`config.mk`:
```
export PLATFORM = sky130hd
export DESIGN_NAME = ntru_decrypt_coeff_unit_flat
export DESIGN_NICKNAME = d
export VERILOG_FILES = /design/src/rtl/ntru_decrypt_coeff_unit_if.sv /design/src/rtl/ntru_decrypt_coeff_unit.sv /design/src/flat_wrapper.sv
export SDC_FILE = /design/constraint.sdc
export NUM_CORES = 1
export LEC_CHECK = 0
export CAP_MARGIN = 15
export CORE_MARGIN = 2
export CORE_UTILIZATION = 45
export DETAILED_ROUTE_END_ITERATION = 12
export DONT_BUFFER_PORTS = 1
export SLEW_MARGIN = 25
export SYNTH_ARGS = -nofsm -noshare
export SYNTH_HDL_FRONTEND = slang
export SYNTH_SLANG_ARGS = --single-unit
```
`constraint.sdc`:
```
create_clock -name clk -period 3.15 [get_ports clk]
set_input_delay 0.315 -clock clk [delete_from_list [all_inputs] [get_ports clk]]
set_output_delay 0.315 -clock clk [all_outputs]
set_load 0.01 [all_outputs]
```
`src/rtl/ntru_decrypt_coeff_unit_if.sv`:
```
// Handshake bundle between the coefficient sequencer, the decrypt coefficient unit and the message buffer.
// The DUT takes the slave modport and the producer/consumer side takes master.
interface ntru_decrypt_coeff_unit_if #(
    parameter int NUM_WIDTH_LENGTH = 13
);
    logic [NUM_WIDTH_LENGTH-1:0] c_in;
    logic                        f_nz;
    logic                        f_neg;
    logic                        in_last;
    logic                        in_valid;
    logic                        in_ready;
    logic [1:0]                  out_trit;
    logic [NUM_WIDTH_LENGTH-1:0] out_acc;
    logic                        out_err;
    logic                        out_valid;
    logic                        out_ready;

    modport slave (
        input  c_in, f_nz, f_neg, in_last, in_valid, out_ready,
        output in_ready, out_trit, out_acc, out_err, out_valid
    );

    modport master (
        output c_in, f_nz, f_neg, in_last, in_valid, out_ready,
        input  in_ready, out_trit, out_acc, out_err, out_valid
    );
endinterface

```
`src/rtl/ntru_decrypt_coeff_unit.sv`:
```
// Accumulates one coefficient of c*f mod q and center-lifts it. The result is folded mod 3
// two bits per cycle and emitted as one message trit per frame.
module ntru_decrypt_coeff_unit #(
    parameter int NUM_WIDTH_LENGTH = 13,
    parameter int N_COEF           = 701,
    parameter int CNT_W            = 10
) (
    input  logic                        clk,
    input  logic                        rst,
    ntru_decrypt_coeff_unit_if.slave    bus
);
    localparam int W     = NUM_WIDTH_LENGTH;
    localparam int NDIG  = (W + 1) / 2;
    localparam int DIG_W = (NDIG > 1) ? $clog2(NDIG) : 1;
    // Center lift subtracts q, so the residue shifts by -(q mod 3): +1 for odd W, +2 for even W
    localparam logic [2:0]       LIFT  = (W % 2 == 1) ? 3'd1 : 3'd2;
    localparam logic [CNT_W:0]   N_CNT = (CNT_W+1)'(N_COEF);

    typedef enum logic [1:0] {ACC, FOLD, OUT} state_t;

    state_t               r_state, w_next;
    logic [W-1:0]         r_acc;
    logic [CNT_W-1:0]     r_cnt;
    logic [1:0]           r_res;
    logic [DIG_W-1:0]     r_dig;
    logic                 r_err;
    logic [1:0]           r_trit;
    logic [W-1:0]         r_out_acc;
    logic                 r_out_err;
    logic                 r_out_valid;

    logic                 w_accept;
    logic [W-1:0]         w_addend;
    logic [CNT_W-1:0]     w_cnt_inc;
    logic                 w_frame_err;
    logic [1:0]           w_d;
    logic [2:0]           w_sum;
    logic [1:0]           w_res_nx;
    logic [2:0]           w_lift_sum;
    logic [1:0]           w_r3;
    logic                 w_last_dig;

    assign w_accept    = bus.in_valid && (r_state == ACC);
    assign w_addend    = bus.f_neg ? (~bus.c_in + W'(1)) : bus.c_in;
    assign w_cnt_inc   = (&r_cnt) ? r_cnt : r_cnt + CNT_W'(1);
    assign w_frame_err = (({1'b0, r_cnt} + (CNT_W+1)'(1)) != N_CNT);

    // 4 == 1 mod 3, so each 2-bit digit of acc contributes its plain value to the residue
    assign w_d        = 2'(r_acc >> {r_dig, 1'b0});
    assign w_sum      = 3'(r_res) + 3'(w_d);
    assign w_res_nx   = 2'((w_sum >= 3'd3) ? w_sum - 3'd3 : w_sum);
    assign w_lift_sum = 3'(w_res_nx) + LIFT;
    assign w_r3       = r_acc[W-1] ? 2'((w_lift_sum >= 3'd3) ? w_lift_sum - 3'd3 : w_lift_sum)
                                   : w_res_nx;
    assign w_last_dig = (r_dig == DIG_W'(NDIG - 1));

    always_ff @(posedge clk) begin
        if (rst) r_state <= ACC;
        else     r_state <= w_next;
    end

    always_comb begin
        w_next = r_state;
        case (r_state)
            ACC:     if (w_accept && bus.in_last) w_next = FOLD;
            FOLD:    if (w_last_dig)              w_next = OUT;
            OUT:     if (bus.out_ready)           w_next = ACC;
            default:                              w_next = ACC;
        endcase
    end

    always_ff @(posedge clk) begin
        if (rst) begin
            r_acc       <= '0;
            r_cnt       <= '0;
            r_res       <= '0;
            r_dig       <= '0;
            r_err       <= 1'b0;
            r_trit      <= 2'b00;
            r_out_acc   <= '0;
            r_out_err   <= 1'b0;
            r_out_valid <= 1'b0;
        end else begin
            case (r_state)
                ACC: if (w_accept) begin
                    if (bus.f_nz) r_acc <= r_acc + w_addend;
                    r_cnt <= w_cnt_inc;
                    if (bus.in_last) begin
                        r_err <= w_frame_err;
                        r_res <= '0;
                        r_dig <= '0;
                    end
                end
                FOLD: begin
                    r_res <= w_res_nx;
                    r_dig <= r_dig + DIG_W'(1);
                    if (w_last_dig) begin
                        r_trit      <= {w_r3 == 2'd2, w_r3 == 2'd1};
                        r_out_acc   <= r_acc;
                        r_out_err   <= r_err;
                        r_out_valid <= 1'b1;
                    end
                end
                OUT: if (bus.out_ready) begin
                    r_out_valid <= 1'b0;
                    r_acc       <= '0;
                    r_cnt       <= '0;
                end
                default: ;
            endcase
        end
    end

    assign bus.in_ready  = (r_state == ACC);
    assign bus.out_trit  = r_trit;
    assign bus.out_acc   = r_out_acc;
    assign bus.out_err   = r_out_err;
    assign bus.out_valid = r_out_valid;
endmodule

```
`src/flat_wrapper.sv`:
```
// flat-port wrapper written by rule: the top's interface ports become plain ports
module ntru_decrypt_coeff_unit_flat 
#(
    parameter int NUM_WIDTH_LENGTH = 13,
    parameter int N_COEF           = 701,
    parameter int CNT_W            = 10
)
  (clk, rst, bus_c_in, bus_f_nz, bus_f_neg, bus_in_last, bus_in_valid, bus_out_ready, bus_in_ready, bus_out_trit, bus_out_acc, bus_out_err, bus_out_valid);
  ntru_decrypt_coeff_unit_if #(.NUM_WIDTH_LENGTH(NUM_WIDTH_LENGTH)) bus_i ();
  input  logic clk;
  input  logic rst;
  input wire logic [$bits(bus_i.c_in)-1:0] bus_c_in;
  input wire logic [$bits(bus_i.f_nz)-1:0] bus_f_nz;
  input wire logic [$bits(bus_i.f_neg)-1:0] bus_f_neg;
  input wire logic [$bits(bus_i.in_last)-1:0] bus_in_last;
  input wire logic [$bits(bus_i.in_valid)-1:0] bus_in_valid;
  input wire logic [$bits(bus_i.out_ready)-1:0] bus_out_ready;
  output wire logic [$bits(bus_i.in_ready)-1:0] bus_in_ready;
  output wire logic [$bits(bus_i.out_trit)-1:0] bus_out_trit;
  output wire logic [$bits(bus_i.out_acc)-1:0] bus_out_acc;
  output wire logic [$bits(bus_i.out_err)-1:0] bus_out_err;
  output wire logic [$bits(bus_i.out_valid)-1:0] bus_out_valid;
  assign bus_i.c_in = bus_c_in;
  assign bus_i.f_nz = bus_f_nz;
  assign bus_i.f_neg = bus_f_neg;
  assign bus_i.in_last = bus_in_last;
  assign bus_i.in_valid = bus_in_valid;
  assign bus_i.out_ready = bus_out_ready;
  assign bus_in_ready = bus_i.in_ready;
  assign bus_out_trit = bus_i.out_trit;
  assign bus_out_acc = bus_i.out_acc;
  assign bus_out_err = bus_i.out_err;
  assign bus_out_valid = bus_i.out_valid;
  ntru_decrypt_coeff_unit #(.NUM_WIDTH_LENGTH(NUM_WIDTH_LENGTH), .N_COEF(N_COEF), .CNT_W(CNT_W)) u_core (.clk(clk), .rst(rst), .bus(bus_i));
endmodule
```
# == Yosys cells after proc, flatten, opt, wreduce, memory -nomap -nowiden ==
# Cells that the tools add are included.
# totals
regBits,48
input_bits,20
output_inout_bits,18
elab_cells,75
# op_classes
add_sub_neg,9
n_lt_le_gt_ge,2
n_eq_ne,13
shift,1
n_mux,25
bitwise,1
reduce_logical,14
# op_table
operator,count
$mux 13,4
$mux 10,3
$pmux 13 s2,1
$pmux 10 s2,1
$mux 2,8
$add 13x1->13 const B,1
$add 13x13->13,1
$not 13->13,1
$shr 13x4->2,1
$reduce_and 3->1,4
$add 10x1->11 const B,1
$ne 11x10->1 const B,1
$add 10x1->10 const B,1
$reduce_and 10->1,1
$ne 2x2->1 const B,4
$reduce_and 4->1,2
$ge 3x2->1 const B,2
$mux 3,2
$ne 2x1->1 const B,3
$pmux 2 s3,1
$pmux 3 s2,1
$reduce_bool 2->1,3
$eq 2x1->1 const B,2
$eq 2x2->1 const B,2
11 further kinds,14

# == Logic depth before layout (Yosys ltp) ==
# logic_depth
ltp_word,9
ltp_mapped,14
depth_no_buf,13

# == Worst setup path after synthesis ==
# Ideal clock, no wire load.
# synth_timing
kind,flip-flop to flip-flop
from,register u_core.r_dig[2]
to,"register u_core.r_trit[1], in the netlist u_core.bus.out_trit[1]"
t_arrival_ns,2.890
required_time_ns,3.059
setup_slack_ns,0.169
stages_incl_launch_ff,13
path_cell_list,dfxtp_1 clkbuf_1 mux4_2 o21a_1 ha_1 inv_1 fa_1 inv_1 ha_1 nand3b_1 a21oi_1 or3_1 a311oi_1
# synth_via
elab_chain_len,9
# synth_lines
element,line,text
"start, declared",ntru_decrypt_coeff_unit.sv:25,logic [DIG_W-1:0] r_dig;
"start signal, assigned",ntru_decrypt_coeff_unit.sv:96,r_dig <= r_dig + DIG_W'(1);
$shr 13x4->2,ntru_decrypt_coeff_unit.sv:49,"assign w_d = 2'(r_acc >> {r_dig, 1'b0});"
$add 2x2->3,ntru_decrypt_coeff_unit.sv:50,assign w_sum = 3'(r_res) + 3'(w_d);
$ge 3x2->1 / $sub 2x2->2 (equally long branches),ntru_decrypt_coeff_unit.sv:51,assign w_res_nx = 2'((w_sum >= 3'd3) ? w_sum - 3'd3 : w_sum);
$mux 2,ntru_decrypt_coeff_unit.sv:51,
$add 2x1->3,ntru_decrypt_coeff_unit.sv:52,assign w_lift_sum = 3'(w_res_nx) + LIFT;
$ge 3x2->1 / $sub 2x2->2 (equally long branches),ntru_decrypt_coeff_unit.sv:53,assign w_r3 = r_acc[W-1] ? 2'((w_lift_sum >= 3'd3) ? w_lift_sum - 3'd3 : w_lift_sum)
$mux 2 (2 in a row),ntru_decrypt_coeff_unit.sv:53,
$eq 2x2->1,ntru_decrypt_coeff_unit.sv:98,"r_trit <= {w_r3 == 2'd2, w_r3 == 2'd1};"
"end signal, assigned",ntru_decrypt_coeff_unit.sv:98,
"end, declared",ntru_decrypt_coeff_unit.sv:27,logic [1:0] r_trit;
# Parallel ways exist; a longest one is shown, timed or not.
# A chain may end at the register's enable or synchronous reset.

# == Worst setup path after layout ==
# Ends and elaborated chain as after synthesis.

==> results.yml <==
worst_setup_path:
  crit_type: "reg -> reg"
  path_delay_family: "adder cells"
  crit_path_end_kind: "flop"
  worstSetupPathDepth: 11
  crit-reg2reg-launch: "u_core.r_dig[2]"
  cp_num_buf_inv: 2
  arrival_ns: 3.18
  setup.worst_path.start: "u_core.r_dig[2]"
  cp_max_fo: 5
  cp_slowest_stage_delay_ns: 0.50
  crit_path_end: "u_core.bus.out_trit[1]"
  reg2regPathDepth: 11
  cp-start-kind: "flop"
  regToRegEndpoint: "u_core.bus.out_trit[1]"
  path_cells: "mux4_2 -> o21a_1 -> ha_1 -> inv_1 -> fa_1 -> inv_1 -> ha_1 -> nand3b_1 -> a21oi_1 -> or3_1 -> a311oi_1"
  cpMaxStageDelayCell: "mux4_2"
  cp_data_required_time_ns: 3.37
  r2r_slack_ns: 0.19
synthesis:
  ys_seq_area_frac: 0.313
  syn-num-nets: 429
  synth.cell_area_sq_um: 3070
  synth_ff_type: "dfxtp_1"
  synth_edf_count: 0
  synth-compound-area-share: 0.227
  netlist_instances: 388
  ys_types: 50
  synth_top_cell_by_area: "dfxtp_1"
  syn_area_per_cell_sq_um: 7.90
  yosys.area_share.simple: 0.249
  post-synth-top-count-cell: "nand2_1"
  synthXorXnorAreaFrac: 0.0543
  synth_top_area_share: 0.313
  yosys-top-cells-area: "dfxtp_1, a21oi_1, ha_1, nand2_1, xnor2_1"
  synth_common_cells: "nand2_1, a21oi_1, dfxtp_1, nor2_1, o21ai_0"
  async_reset_ff_frac: 0
  synth_seq_cells: 48
  ys_warn_count: 0
  synth_mux_area_frac: 0.0310
  synth_top_family_by_area: "simple AND/OR/NAND/NOR gates"
  synth-adder-area-share: 0.0906
cells_and_area:
  area.growth.synth_to_final_pct: 6.41
  drive_gt1_frac: 0.0597
  num_antenna_cells: 0
  final_cell_area_sq_um: 3260
  nNetsFinal: 425
sta:
  period_needed_ns: 2.96
  finalCritPeriodShare: 0.939
  timing.final.ws_setup_ns: 0.191
  slew_violations: 0
  finalHoldViolations: 0
  grt_setup_unrepaired: "no"
  slew-limit-headroom: 0.475
  worst_slew_pin_slew_ns: 0.785
  clock_skew_ns: 0.00776
  setup_viol: 0
  fmax_ghz: 0.338
  setup-tns-final_ns: 0
detailed_routing:
  antenna_left: 0
  drtIter0Drc: 127
  wl_per_cell_microns: 16.2
  drc_errors: 0
  vias: 2734
  vias_per_cell: 5.88
  drt_wl_total_microns: 7530
  dr.pass1.iters: 4
place:
  place_ws_ns: 0.140
  gpl.final_weighted_congestion: 0.873
  dp_hpwl_microns: 5640
  port_buffers: 0
  placed_cell_area_sq_um: 3140
worst_hold_path:
  hp-class: "in -> reg"
  min-delay-start: "rst"
pwr:
  powerDensity_nw_per_um2: 422
  power.leakage_nw: 1.22
  peakVddDrop_uv: 189
floorplan:
  io_pins: 38
  core_area_sq_um: 6680
  num_rows: 30
  die_h_microns: 86.5
  die_area_sq_um: 7490
  die_x_microns: 86.5
  start_util: 0.459
outcome:
  status: "finished, final reports clean"
clock_network:
  cts_tree: "yes"
  clk_latency_ns: 0.31
  cts-root-buf: "clkbuf_8"
  postCtsSetupBuffers: 0
  cts_made_buffers: 5
  htree_levels: 2
  cts_sinks: 48
  clockBufferDepth: 2
  path_clk_slew_ns: 0.10
global_route:
  grt_pass1_vias: 2562
  grt_use_total: 0.213
  grt_max_degree: 43
  grt_pass1_wl_microns: 12600
  antenna_found_initial: 0
  grt_remaining_overflow: 0
run:
  max_cap_viol_count: 0
==> stage by stage <==
stage	cells	utilization	power [mW]	hold slack, ns
2_1_floorplan	388	-	0.868	0.429
3_3_place_gp	457	0.470	0.917	0.387
3_5_place_dp	457	0.470	0.920	0.389
4_1_cts	465	0.488	1.39	0.0459
5_1_grt	465	0.488	1.46	0.0361
6_report	465	0.488	1.38	0.0614
==> state kept, by name, summed over array words and instances, names as in the netlist <==
register	count
u_core.r_state	2
u_core.bus.out_trit	2
u_core.bus.out_err	1
u_core.r_err	1
u_core.bus.out_acc	13
u_core.r_dig	3
u_core.bus.out_valid	1
u_core.r_acc	13
u_core.r_cnt	10
u_core.r_res	2
==> cells by family (layout without fill, tap and decap cells) <==
group / Yosys count / count (layout)
and+or+nand+nor: 153 / 153
AOI/OAI and AO/OA: 111 / 111
DFF: 48 / 48
buffers and inverters: 29 / 26
adders and majority gates: 21 / 21
xor gates and xnor gates: 19 / 19
muxes: 7 / 7
==> worst min path at each step <==
stage | end | slack, ns | cells past startpoint
6_report | u_core.bus.out_acc[7] | 0.06 | 1
5_1_grt | u_core.bus.out_acc[8] | 0.04 | 1
4_1_cts | u_core.r_cnt[4] | 0.05 | 1
3_5_place_dp | u_core.bus.out_acc[7] | 0.39 | 1
3_3_place_gp | u_core.bus.out_acc[1] | 0.39 | 1
2_1_floorplan | u_core.bus.out_err | 0.43 | 2
==> final cells by class <==
class / count / area [sq um]
timing repair buffer: 5 / 37.5
sequential: 48 / 963
multi-input combinational: 311 / 2000
clock inverter: 3 / 47.5
tap: 80 / 100
inverter: 13 / 48.8
fill: 692 / 3420
clock buffer: 5 / 68.8
==> per-layer routing <==
metal  vias up  global-route usage  routed length, microns
met2        59               0.346                    3450
li1       1391                   -                       -
met4         0              0.0639                     137
met1      1272               0.285                    3600
met3        12              0.0429                     344
met5         -                   0                       0
==> cell usage in the layout (no fill, tap or decap), drive strengths merged, types with 6 or more instances in the layout <==
master / Yosys / layout
a21oi: 49 / 49
nand2: 54 / 54
dfxtp: 48 / 48
xnor2: 13 / 13
ha: 19 / 19
nand4: 7 / 7
nor2: 30 / 30
or3: 11 / 11
o21a: 6 / 6
nand3: 11 / 11
o21ai: 21 / 21
inv: 13 / 13
nand2b: 7 / 7
xor2: 6 / 6
==> timing repair <==
item	4_1_cts	5_1_grt
hold buffers	0	0
setup endpoints to repair	0	2
resized for setup	0	2
==> power by group <==
part	switching, mW	internal, mW
Sequential	0.0261	0.626
Clock	0.228	0.239
Combinational	0.145	0.112
Note: power is estimated with default switching activity, not from simulation.
